### src/rtl/shift_reg_pkg.sv
// Shared types for the shift_reg_n register and its burst sequencer.
// Shift mode and FSM state encodings.
package shift_reg_pkg;

  typedef enum logic [1:0] {
    SH_LSR = 2'b00,
    SH_LSL = 2'b01,
    SH_ASR = 2'b10,
    SH_ROR = 2'b11
  } shift_mode_t;

  typedef enum logic [1:0] {
    ST_IDLE = 2'b00,
    ST_RUN  = 2'b01,
    ST_DONE = 2'b10
  } shift_state_t;

endpackage

### src/rtl/shift_reg_ctrl.sv
// Burst sequencer: FSM, shift down-counter and latched mode.
// Drives shift/load strobes and the mode the datapath should use.
module shift_reg_ctrl
  import shift_reg_pkg::*;
#(
  parameter int CNT_W = 4
) (
  input  logic             Clk,
  input  logic             Reset,
  input  logic             Load,
  input  logic             Start,
  input  logic             Shift_En,
  input  logic [CNT_W-1:0] Count,
  input  logic [1:0]       Mode,
  output logic             shift_en,
  output logic             load_sel,
  output shift_mode_t      act_mode,
  output logic             Busy,
  output logic             Done
);

  shift_state_t     state_q, state_d;
  logic [CNT_W-1:0] cnt_q, cnt_d;
  shift_mode_t      mode_q, mode_d;

  // next-state, counter and strobe decode
  always_comb begin
    state_d  = ST_IDLE;
    cnt_d    = cnt_q;
    mode_d   = mode_q;
    shift_en = 1'b0;
    load_sel = 1'b0;
    if (state_q == ST_RUN) begin
      if (Load) begin
        load_sel = 1'b1;
        cnt_d    = '0;
      end else begin
        shift_en = 1'b1;
        cnt_d    = cnt_q - CNT_W'(1);
        if (cnt_q == CNT_W'(1))
          state_d = ST_DONE;
        else
          state_d = ST_RUN;
      end
    end else begin
      if (Load) begin
        load_sel = 1'b1;
      end else if (Start) begin
        mode_d = shift_mode_t'(Mode);
        cnt_d  = Count;
        if (Count != '0)
          state_d = ST_RUN;
        else
          state_d = ST_DONE;
      end else if (Shift_En) begin
        shift_en = 1'b1;
      end
    end
  end

  // state, counter and mode latch registers
  always_ff @(posedge Clk or negedge Reset) begin
    if (!Reset) begin
      state_q <= ST_IDLE;
      cnt_q   <= '0;
      mode_q  <= SH_LSR;
    end else begin
      state_q <= state_d;
      cnt_q   <= cnt_d;
      mode_q  <= mode_d;
    end
  end

  assign act_mode = (state_q == ST_RUN) ?
                    mode_q : shift_mode_t'(Mode);
  assign Busy     = (state_q == ST_RUN);
  assign Done     = (state_q == ST_DONE);

endmodule

### src/rtl/shift_reg_n.sv
// Parametrised load/shift register with burst sequencer.
// SHIFT_REG_ROTATE_EN enables rotate-right for mode 11.
module shift_reg_n
  import shift_reg_pkg::*;
#(
  parameter  int WIDTH = 8,
  localparam int CNT_W = $clog2(WIDTH + 1)
) (
  input  logic             Clk,
  input  logic             Reset,
  input  logic             Load,
  input  logic [WIDTH-1:0] D,
  input  logic             Shift_En,
  input  logic             Start,
  input  logic [CNT_W-1:0] Count,
  input  logic [1:0]       Mode,
  input  logic             Shift_In,
  output logic             Shift_Out,
  output logic [WIDTH-1:0] Data_Out,
  output logic             Busy,
  output logic             Done
);

  logic             shift_en;
  logic             load_sel;
  shift_mode_t      act_mode;
  logic [WIDTH-1:0] shifted;

  shift_reg_ctrl #(
    .CNT_W (CNT_W)
  ) u_ctrl (
    .Clk      (Clk),
    .Reset    (Reset),
    .Load     (Load),
    .Start    (Start),
    .Shift_En (Shift_En),
    .Count    (Count),
    .Mode     (Mode),
    .shift_en (shift_en),
    .load_sel (load_sel),
    .act_mode (act_mode),
    .Busy     (Busy),
    .Done     (Done)
  );

  // one-step shift result for the active mode
  always_comb begin
    shifted = Data_Out;
    unique case (act_mode)
      SH_LSR: shifted = {Shift_In, Data_Out[WIDTH-1:1]};
      SH_LSL: shifted = {Data_Out[WIDTH-2:0], Shift_In};
      SH_ASR: shifted = {Data_Out[WIDTH-1],
                         Data_Out[WIDTH-1:1]};
`ifdef SHIFT_REG_ROTATE_EN
      SH_ROR: shifted = {Data_Out[0], Data_Out[WIDTH-1:1]};
`else
      SH_ROR: shifted = {Shift_In, Data_Out[WIDTH-1:1]};
`endif
    endcase
  end

  // datapath register: load wins over shift
  always_ff @(posedge Clk or negedge Reset) begin
    if (!Reset)
      Data_Out <= '0;
    else if (load_sel)
      Data_Out <= D;
    else if (shift_en)
      Data_Out <= shifted;
  end

  assign Shift_Out = (act_mode == SH_LSL) ?
                     Data_Out[WIDTH-1] : Data_Out[0];

endmodule

### config.mk
export PLATFORM = sky130hd
export DESIGN_NAME = shift_reg_n
export DESIGN_NICKNAME = d
export VERILOG_FILES = /design/src/rtl/shift_reg_pkg.sv /design/src/rtl/shift_reg_ctrl.sv /design/src/rtl/shift_reg_n.sv
export SDC_FILE = /design/constraint.sdc
export NUM_CORES = 1
export LEC_CHECK = 0
export CORE_MARGIN = 2
export CORE_UTILIZATION = 45
export DETAILED_ROUTE_END_ITERATION = 12
export GPL_TIMING_DRIVEN = 1
export PLACE_DENSITY = 0.78
export SLEW_MARGIN = 20
export SYNTH_ARGS = -nofsm -noshare
export SYNTH_HDL_FRONTEND = slang
export SYNTH_SLANG_ARGS = --single-unit
### constraint.sdc
create_clock -name Clk -period 3.2 [get_ports Clk]
set_input_delay 0.96 -clock Clk [delete_from_list [all_inputs] [get_ports Clk]]
set_output_delay 0.96 -clock Clk [all_outputs]
set_load 0.02 [all_outputs]
==> results of run 1 <==
what timing repair did:
| action | in CTS | in global routing |
|---|---|---|
| setup endpoints to repair | 1 | 0 |
| buffers inserted | 7 | 0 |
| resized for setup | 10 | 0 |
routing by layer:
layer	vias up	track usage	routed length [µm]
met5	-	0	0
met1	464	0.258	951
met2	49	0.377	1150
li1	492	-	-
met3	9	0.0322	185
met4	0	0.113	84
cell type report:
class                   count  share of cell area
well taps                  28              0.0248
clock buffers               4              0.0256
inverters                   8              0.0230
flip-flops and latches     16               0.283
repair buffers             39               0.259
multi-input cells          89               0.385
critical path, delay by kind of cell:
family | cells | cell delay [ps]
multiplexers | 2 | 490
adder cells (fa/ha/maj) | 1 | 190
buffers and inverters | 3 | 460
layout by cell type (no fill, tap or decap), types with 2 or more instances in the layout:
| master | instances |
|---|---|
| ha_1 | 3 |
| xor2_1 | 2 |
| a22oi_1 | 2 |
| inv_1 | 7 |
| o21ai_0 | 32 |
| mux2_2 | 2 |
| nor2_1 | 4 |
| dfrtp_1 | 16 |
| nand2_1 | 14 |
| dlygate4sd2_1 | 2 |
| clkdlybuf4s50_1 | 27 |
| buf_4 | 9 |
| clkbuf_4 | 3 |
| a21oi_1 | 11 |
| mux2i_1 | 2 |
| nor2b_1 | 3 |
flip-flops by register name (all words and copies together) (netlist names):
register	cells
Data_Out	8
u_ctrl.mode_q	2
u_ctrl.state_q	2
u_ctrl.cnt_q	4
cell families after synthesis:
group,synth area share
AND/OR/NAND/NOR,0.140
AO/OA/AOI/OAI,0.276
buffers and inverters,0.0637
adder cells (fa/ha/maj),0.0499
flip-flops,0.399
multiplexers,0.0537
XOR/XNOR,0.0175
worst paths after layout:
path | start | to | slack [ps] | cells past startpoint
min in group asynchronous | Reset | u_ctrl.cnt_q[3] | 1090 | 1
setup reg to reg | u_ctrl.state_q[1] | Data_Out[2] | 450 | 16
hold reg to reg | u_ctrl.mode_q[1] | u_ctrl.mode_q[1] | 520 | 1
setup / recovery | Mode[0] | Shift_Out | 140 | 6
hold / removal | u_ctrl.mode_q[1] | u_ctrl.mode_q[1] | 520 | 1
max in group asynchronous | Reset | Data_Out[2] | 1660 | 1
stage by stage:
| stage | instance area (µm²) | worst slack, ps | cells | setup TNS, ps | util |
|---|---|---|---|---|---|
| floorplan | 1000 | 262 | 118 | 0 | - |
| global placement | 1320 | -427 | 173 | -427 | 0.615 |
| detailed placement | 1320 | -464 | 173 | -464 | 0.615 |
| CTS | 1420 | 149 | 184 | 0 | 0.659 |
| global route | 1420 | 36.0 | 184 | 0 | 0.659 |
| finish | 1420 | 144 | 184 | 0 | 0.659 |
power breakdown:
part           internal, mW  leakage (nW)  switching, mW
Sequential            0.247         0.197         0.0436
Clock                0.0694        0.0210         0.0680
Combinational         0.168         0.392          0.166
==> flow_metrics.tcl, run 1 <==
set metrics [dict create \
    status "finished, final reports clean" \
    drv_slew 0 \
    yosysWarnings 0 \
    finalPower_mw 0.761 \
    crit_path_max_incr_delay_ps 310 \
    worst_setup_path_start_kind "input pin" \
    relSlewSlack 0.518 \
    rsz0062_at_grt "no" \
    core_area_um2 2150 \
    setup_violations 0 \
    grt_antenna_before_repair 0 \
    drt_iter0_markers 22 \
    wire_per_inst_um 12.9 \
    power_density_nw_per_um2 538 \
    cts-root-buf "clkbuf_4" \
    drc 0 \
    crit_fanout 2 \
    clk_pin_slew_ps 90 \
    place_congestion 0.780 \
    holdWs_ps 518 \
    grtUsageTotal 0.217 \
    yosys-top-cells-count "o21ai_0, dfrtp_1, nand2_1, a21oi_1, inv_1" \
    syn_area_per_cell_um2 8.49 \
    initial_core_util 0.467 \
    post-dp-hpwl_mm 1.70 \
    finalCritPeriodShare 0.955 \
    cts-buffers-inserted 3 \
    synth_fp_nets 142 \
    seq_area_um2 400 \
    wl_mm 2.38 \
    cts_tree "yes" \
    ios 31 \
    synthTopCellsByArea "dfrtp_1, o21ai_0, a21oi_1" \
    fp.dieW_um 51.2 \
    finClkSkew_ps 5.36 \
    synthCells 118 \
    ctsLongestPathBuffers 2 \
    critPathCaptureType "primary output" \
    worst_pin_slew_ps 721 \
    netlist.area_leader.share 0.400 \
    maxCapViolCount 0 \
    grt_start_max_net_pins 18 \
    worstHoldPathType "register to register" \
    rows 17 \
    hold_buffers 0 \
    crit_chain "dlygate4sd2_1, mux2i_1, inv_1, ha_2, mux2_4, buf_6" \
    vias 1014 \
    fillers 188 \
    async_flop_share 1.00 \
    ant_nets 0 \
    p_leak_nw 0.610 \
    final-hold-violation-count 0 \
    ys_seq_area_frac 0.400 \
    arrival_ps 2100 \
    multi_input_area_um2 544 \
    synth_cell_types 27 \
    final.min_clock_period_ps 3060 \
    peakVddDrop_mv 0.293 \
    fmax_ghz 0.327 \
    crit_slowest_cell "mux2_4" \
    die-area_um2 2620 \
    nNetsFinal 181 \
    criticalPathCategory "input pin to primary output" \
    synth_area_um2 1000 \
    numClockSinks 16 \
    clock_latency_ps 300 \
    via_per_inst 5.51 \
    antenna_cells 0 \
    synth_top_area_cell "dfrtp_1" \
    synth-edff-count 0 \
    die_h_um 51.2 \
    synth_most_common_cell "o21ai_0" \
    grt_pass1_wl_mm 4.20 \
    critPathRequiredTime_ps 2240 \
    drive_gt1_frac 0.135 \
    synth_ff_type "dfrtp_1" \
    grt_pass1_vias 1007 \
    area_growth_syn_to_layout_pct 41.2 \
    synth_seq_cells 16 \
    portBuffers 30 \
    grt-ovfl-total 0 \
    drt_pass1_iterations 4 \
    htree_levels 1 \
]
(Power assumes the default switching activity.)
==> run 2: changes to the inputs <==
==> constraint.sdc (replaced) <==
create_clock -name Clk -period 3.2 [get_ports Clk]
set_input_delay 0.64 -clock Clk [delete_from_list [all_inputs] [get_ports Clk]]
set_output_delay 0.64 -clock Clk [all_outputs]
set_load 0.02 [all_outputs]
==> run 2 against run 1 <==
Net effect: critical path depth stayed put; first-iteration DRC count down 32%; setup slack improved by 40 ps.
==> flow_metrics.tcl, run 2 (synthesis results as in run 1) <==
set metrics [dict create \
    status "finished, final reports clean" \
    tns_ps 0 \
    critPathRequiredTime_ps 2560 \
    worst_slack_ps 184 \
    clock_latency_ps 290 \
    worst_pin_slew_ps 717 \
    hold_start "u_ctrl.mode_q[1]" \
    grt_antenna_before_repair 0 \
    ios 31 \
    hold_buffers 0 \
    largest_reg_flops 8 \
    power_density_nw_per_um2 542 \
    grt-ovfl-total 0 \
    htree_levels 1 \
    nNetsFinal 173 \
    worst_setup_path_start_kind "input pin" \
    p_leak_nw 0.565 \
    portBuffers 30 \
    criticalPathCategory "input pin to primary output" \
    drt_iter0_markers 15 \
    final_common_cell "o21ai_0" \
    drt_pass1_iterations 4 \
    final.min_clock_period_ps 3020 \
    grt_start_max_net_pins 18 \
    largest-register "Data_Out" \
    fp.dieW_um 51.2 \
    rsz0062_at_grt "no" \
    dp_slack_ps 184 \
    reg.largest.list "Data_Out x8, u_ctrl.cnt_q x4" \
    cp-startpoint "Mode[0]" \
    cts_tree "yes" \
    mostFrequentLayoutCells "o21ai_0, clkdlybuf4s50_1, dfrtp_1" \
    fin_util 0.628 \
    worstHoldPathType "register to register" \
    reg2reg_slack_ps 1170 \
    arrival_ps 2380 \
    drc 0 \
    cts-buffers-inserted 3 \
    ctsLongestPathBuffers 2 \
    fmax_ghz 0.332 \
    place_congestion 0.769 \
    die_h_um 51.2 \
    drive_gt1_frac 0.0743 \
    wl_mm 2.29 \
    initial_core_util 0.467 \
    rr_startpoint "u_ctrl.state_q[1]" \
    cts.repair.resized 0 \
    rows 17 \
    peakVddDrop_mv 0.293 \
    vias 964 \
    finClkSkew_ps 4.85 \
    numClockSinks 16 \
    setup_violations 0 \
    die-area_um2 2620 \
    maxCapViolCount 0 \
    postCtsSetupBuffers 0 \
    wire_per_inst_um 13.0 \
    antenna_cells 0 \
    clk_pin_slew_ps 90 \
    holdWs_ps 521 \
    post-dp-hpwl_mm 1.74 \
    grtUsageTotal 0.201 \
    drv_slew 0 \
    via_per_inst 5.48 \
    relSlewSlack 0.521 \
    finalCritPeriodShare 0.942 \
    grt_pass1_wl_mm 4.00 \
    grt_pass1_vias 950 \
    cts-root-buf "clkbuf_4" \
    core_area_um2 2150 \
    fillers 186 \
    crit_fanout 2 \
    fin_cells 176 \
    place_inst 172 \
    critPathCaptureType "primary output" \
    area_growth_syn_to_layout_pct 34.7 \
    ant_nets 0 \
    final-hold-violation-count 0 \
]
==> run 2: changes by cell type in the layout (fill, tap and decap cells not counted), sizes merged <==
cell,before,now
dlygate4sd2,2,0
buf,10,1
clkdlybuf4s50,27,30
==> run 2: through the flow <==
stage,power (mW),cell area (µm²)
2_1_floorplan,0.477,1000
3_3_place_gp,0.592,1310
3_5_place_dp,0.601,1310
4_1_cts,0.737,1350
5_1_grt,0.789,1350
6_report,0.732,1350
==> run 2: layer usage <==
layer | vias up | global-route usage | share of wire
li1 | 476 | - | -
met1 | 444 | 0.239 | 0.43
met2 | 38 | 0.370 | 0.49
met3 | 6 | 0.0175 | 0.065
met4 | 0 | 0.0811 | 0.017
met5 | - | 0 | 0
==> run 2: path summary, 6_finish.rpt <==
kind	to	cells past startpoint
min in group asynchronous	u_ctrl.cnt_q[3]	1
setup / recovery	Shift_Out	6
hold reg to reg	u_ctrl.mode_q[1]	1
max in group asynchronous	Data_Out[2]	1
setup reg to reg	Data_Out[7]	10
hold / removal	u_ctrl.mode_q[1]	1
==> run 2: final cells by class <==
cell class	count	area (µm²)	share of cell area
multi-input combinational	89	538	0.399
clock buffer	4	36.3	0.0269
timing repair buffer	31	308	0.228
inverter	8	32.5	0.0241
sequential	16	400	0.297
tap	28	35.0	0.0260
==> run 2: critical path: stages <==
cell and delay, ps:
clkdlybuf4s50_1 430, mux2i_1 190, inv_1 70, ha_1 220, mux2_2 230, clkdlybuf4s50_1 590
==> run 2: report_power, final <==
| part | switching [mW] | internal, mW |
|---|---|---|
| combinational | 0.160 | 0.148 |
| sequential | 0.0425 | 0.247 |
| clock | 0.0659 | 0.0693 |
